--- config.mk ---
export PLATFORM = sky130hd
export DESIGN_NAME = exmem_wb_stage_reg
export DESIGN_NICKNAME = d
export VERILOG_FILES = /design/src/rtl/exmem_wb_stage_reg.sv
export SDC_FILE = /design/constraint.sdc
export NUM_CORES = 1
export LEC_CHECK = 0
export CORE_ASPECT_RATIO = 1.75
export CORE_MARGIN = 1
export CORE_UTILIZATION = 35
export DETAILED_ROUTE_END_ITERATION = 7
export PLACE_DENSITY = 0.72
export SLEW_MARGIN = 15
export SYNTH_ARGS = -nofsm -noshare
export SYNTH_HDL_FRONTEND = slang
export SYNTH_SLANG_ARGS = --single-unit
--- constraint.sdc ---
create_clock -name clk -period 1.7 [get_ports clk]
set_clock_uncertainty 0.2 [all_clocks]
set_input_delay 0.34 -clock clk [delete_from_list [all_inputs] [get_ports clk]]
set_output_delay 0.34 -clock clk [all_outputs]
set_load 0.02 [all_outputs]
--- src/rtl/exmem_wb_stage_reg.sv ---
// EX/MEM -> WB pipeline stage register for the 10-bit core.
// Carries the ALU result, RAM read data, write-back controls and the rt address
// into write-back. Supports stall hold, flush bubbles and a per-slot valid bit.
// Loads can hold the stage for MEM_WAIT extra cycles so slow RAM can deliver data.
module exmem_wb_stage_reg #(
   parameter int DATA_W   = 10,
   parameter int ADDR_W   = 3,
   parameter int MEM_WAIT = 0
) (
   input  logic              clk,
   input  logic              reset,
   input  logic              valid_in,
   input  logic [DATA_W-1:0] alu_result_in,
   input  logic [DATA_W-1:0] ram_rdata_in,
   input  logic              gp_reg_wb_in,
   input  logic              mem_re_in,
   input  logic [ADDR_W-1:0] gp_rdata2_address_in,
   input  logic              stall_in,
   input  logic              flush_in,
   output logic              valid_out,
   output logic [DATA_W-1:0] alu_result_out,
   output logic [DATA_W-1:0] ram_rdata_out,
   output logic              gp_reg_wb_out,
   output logic              mem_re_out,
   output logic [ADDR_W-1:0] gp_rdata2_address_out,
   output logic [DATA_W-1:0] wb_data_out,
   output logic              wb_commit_out,
   output logic              stall_req_out,
   output logic              stall_out
);

   typedef enum logic {
      ST_RUN  = 1'b0,
      ST_WAIT = 1'b1
   } state_t;

   localparam logic [3:0] WAIT_CYCLES = 4'(MEM_WAIT);

   state_t              r_state;
   logic [3:0]          r_cnt;
   logic                r_valid;
   logic [DATA_W-1:0]   r_alu;
   logic [DATA_W-1:0]   r_ram;
   logic                r_wb;
   logic                r_re;
   logic [ADDR_W-1:0]   r_addr;
   logic                r_stall;
   logic                w_enterWait;

   // A valid load only needs to wait when the RAM is configured as slow.
   assign w_enterWait = valid_in & mem_re_in & (MEM_WAIT > 0);

   // Stage state machine: flush beats stall, stall freezes everything,
   // WAIT refreshes RAM data until the counter runs out, RUN captures new slots.
   always_ff @(posedge clk) begin
      if (reset) begin
         r_state <= ST_RUN;
         r_cnt   <= 4'd0;
         r_valid <= 1'b0;
         r_alu   <= '0;
         r_ram   <= '0;
         r_wb    <= 1'b0;
         r_re    <= 1'b0;
         r_addr  <= '0;
      end else if (flush_in) begin
         r_state <= ST_RUN;
         r_cnt   <= 4'd0;
         r_valid <= 1'b0;
         r_alu   <= '0;
         r_ram   <= '0;
         r_wb    <= 1'b0;
         r_re    <= 1'b0;
         r_addr  <= '0;
      end else if (!stall_in) begin
         if (r_state == ST_WAIT) begin
            r_ram <= ram_rdata_in;
            r_cnt <= r_cnt - 4'd1;
            if (r_cnt == 4'd1) begin
               r_state <= ST_RUN;
            end
         end else begin
            r_valid <= valid_in;
            r_alu   <= alu_result_in;
            r_ram   <= ram_rdata_in;
            r_wb    <= gp_reg_wb_in & valid_in;
            r_re    <= mem_re_in & valid_in;
            r_addr  <= gp_rdata2_address_in;
            if (w_enterWait) begin
               r_state <= ST_WAIT;
               r_cnt   <= WAIT_CYCLES;
            end
         end
      end
   end

   // Delayed copy of the hazard stall for downstream bookkeeping.
   always_ff @(posedge clk) begin
      if (reset) begin
         r_stall <= 1'b0;
      end else begin
         r_stall <= stall_in;
      end
   end

   assign valid_out             = r_valid;
   assign alu_result_out        = r_alu;
   assign ram_rdata_out         = r_ram;
   assign gp_reg_wb_out         = r_wb;
   assign mem_re_out            = r_re;
   assign gp_rdata2_address_out = r_addr;
   assign wb_data_out           = r_re ? r_ram : r_alu;
   assign wb_commit_out         = r_valid & r_wb & (r_state == ST_RUN);
   assign stall_req_out         = (r_state == ST_WAIT);
   assign stall_out             = r_stall;

endmodule
==> impl_summary.txt <==
----------------------------------------------------
[Hold path]
  Class of the tightest hold or removal check ... reg2reg

[Clock tree]
  Clock insertion delay at the later pin of the skew report ... 280 ps
  CTS tree ... done
  Deepest level of the CTS H-tree ... 2
  TritonCTS Buffers ... 5
  Clock slew at reported path FFs ... 60 ps
  Clock buffer depth ... 2
  Count of hold-fix buffers inserted at cts ... 0
  Count of clock tree sinks ... 32
  Cell at the root of the clock tree ... clkbuf_8

[Setup path]
  Type of origin of the critical path ... register
  Cell with the largest stage delay on the worst path ... dfxtp_2
  Ordered list of cells on the worst path ... buf_6, mux2_4, buf_6
  Cell family contributing the most delay on the critical path ... flip-flops
  CP Data Arrival Time ... 1210 ps
  Worst Path Max Fanout ... 5
  Critical path data required time ... 1160 ps
  Worst path max stage delay ... 350 ps
  Critical path buffer and inverter count ... 2
  Type of element capturing the critical path ... primary output
  Cell occurring most often along the worst timing path ... buf_6
  Path type of the worst setup path ... reg2out

[Synth]
  Yosys top cell area share ... 47.5%
  Yosys synthesis warning count ... 0
  Synthesized area ... 1350 um2
  Proportion of synthesized chip area in sequential cells ... 47.5%
  Number of flops mapped to enable cells by yosys ... 0
  Async set or reset register ratio after synthesis ... 0%
  Dominant cells by area after synthesis ... dfxtp_1 47%, nand2_1 8.9%, mux2_2 8.3%, mux2i_1 8.2%, a21oi_1 5.2%
  Share of synthesized area spent on multiplexers ... 16.5%
  Count of state elements after synthesis ... 32
  Largest family of logic cells by synthesized area ... simple AND/OR/NAND/NOR gates
  Most common flop cell mapped by yosys ... dfxtp_1
  Compound-gate portion of the synthesized area ... 7.04%
  Post-Synth Adder-Cell Area ... 1.85%
  Number of standard cells after synthesis ... 146
  Post-synth cell types ... 27
  Parity-gate share of the synthesized area counting xor and xnor cells ... 1.30%
  Synth Area in Simple Gates ... 19.8%
  Leading cell types by count after synthesis ... 32 x dfxtp_1, 32 x nand2_1, 16 x nor2_1, 14 x a21oi_1, 11 x mux2i_1
  Largest area contributor in the netlist ... dfxtp_1
  Post-synth net total ... 178
  Average footprint of a synthesized cell ... 9.25 um2

[Timing]
  Fin crit share ... 103%
  Actual slew at the worst max-slew pin ... 269 ps
  Post-route setup TNS ... -476 ps
  Final Worst Setup Slack ... -54.7 ps
  Min Clock Period, post-route ... 1750 ps
  Headroom to the max-slew limit ... 81.9%
  Number of endpoints with negative hold slack in the final report ... 0
  Max Clk Rate ... 0.570 GHz
  Unrepaired setup endpoints after global routing ... yes
  Hold WS ... 251 ps
  Number of setup violations in the final report ... 10
  Slew Viols, Final ... 0

[GRT]
  Number of global-route vias before repair ... 1233
  Largest net degree at the start of global routing ... 20
  Antenna violations before repair ... 0
  All-layer global routing usage ... 18.9%
  Total congestion overflow ... 0
  First-pass GRT wire length ... 5.76 mm

[Routing]
  Final WL ... 3.74 mm
  Final routed DRC violation total ... 0
  Vias/cell ... 4.65
  Wirelength per Cell ... 13.4 um
  DRT Pass-1 Iters ... 2
  Detailed router's first-iteration violation count ... 16
  Antenna violation net count after detailed routing ... 0
  Count of vias placed by the detailed router ... 1296

[Place]
  Placement-stage worst setup slack ... -188 ps
  Total instance count after detailed placement ... 271
  Detailed-placement wirelength estimate ... 2.71 mm
  PortBufs ... 68
  Routability cong. ... 0.752

[Power and ir drop]
  Ratio of total power to cell area ... 713 nW/um2
  Tot Pwr ... 0.00165 W
  Pleak ... 1.08 nW
  Maximum vdd ir drop ... 738 uV

[Floorplanning]
  Die extent in x ... 49.0 um
  Total core area ... 3660 um2
  I/O pin total ... 69
  Die height ... 84.2 um
  Rows ... 29
  Effective utilization at floorplan ... 36.8%
  Floorplan die area ... 4120 um2

[Final layout]
  Proportion of layout cells with a drive suffix above 1 ... 22.3%
  Register area ... 642 um2
  Number of nets in the layout ... 264
  Area grow syn2layout ... 71.8%
  Final non-filler cell total ... 279
  Multi-input combinational cell area ... 666 um2
  Filler cell count in the final layout ... 328
  Diode insertion count for antenna repair ... 0

[Run]
  Maximum capacitance violations ... 0

[Status]
  Outcome ... finished, violations left
  Violations in the final reports ... setup timing

----------------------------------------------------
stage by stage:
step	cell area [um2]	util (%)
detailed placement	2200	60.1
finish	2320	63.3
floorplan	1350	-
global placement	2200	60.1
CTS	2230	60.8
global route	2320	63.3
cell usage in the layout, fill, tap and decap left out, types with 3 or more instances in the layout:
cell type	netlist	routed
nand2_1	32	32
dfxtp_1	32	31
clkdlybuf4s50_1	0	29
dlygate4sd2_1	0	28
nor2_1	16	16
buf_4	1	15
a21oi_1	14	14
mux2i_1	11	11
buf_6	2	11
mux2_4	0	10
clkbuf_8	0	6
buf_12	1	3
sequential cells by signal, summed over array words and instances (netlist names):
name and cells:
r_cnt 4, gp_rdata2_address_out 3, mem_re_out 1, stall_out 1, alu_result_out 10, ram_rdata_out 10
stall_req_out 1, valid_out 1, gp_reg_wb_out 1
path summary, 6_finish.rpt:
| path | start | to | slack [ps] | depth (start not counted) |
|---|---|---|---|---|
| hold reg to reg | gp_rdata2_address_out[2] | gp_rdata2_address_out[2] | 250 | 2 |
| setup / recovery | mem_re_out | wb_data_out[7] | -50 | 3 |
| hold / removal | gp_rdata2_address_out[2] | gp_rdata2_address_out[2] | 250 | 2 |
| setup reg to reg | stall_req_out | r_cnt[1] | 290 | 4 |
power breakdown:
group	switching, W	internal, W	leakage [nW]
clock	0.000263	0.000330	0.0455
combinational	0.000118	0.000158	0.777
sequential	0.0000140	0.000771	0.261
timing repair:
action                                  4_1_cts  5_1_grt
endpoints found under the setup margin       39       11
resized for setup                            74       31
setup buffers                                 1        0
routing by layer:
layer / GRT usage (%) / share of wire, %
met1: 18.8 / 38
met2: 34.5 / 55
met3: 4.53 / 3.7
met4: 11.2 / 3.0
met5: 0 / 0
worst min-delay path, delay by kind of cell (launching register included):
kind / cells / cell delay [ps]
flops: 1 / 300
simple gates: 1 / 50
compound gates: 1 / 50
final cells by class:
cell class	instances	area share, %
clock buffer	8	3.88
sequential	32	27.7
timing repair buffer	88	36.9
inverter	2	0.324
tap	46	2.48
multi-input combinational	103	28.7
cell families after synthesis:
kind of cell             Yosys count
flip-flops                        32
adder cells (fa/ha/maj)            2
XOR/XNOR                           2
buffers and inverters             11
multiplexers                      21
AO/OA/AOI/OAI                     17
AND/OR/NAND/NOR                   61
(Power assumes the default switching activity.)
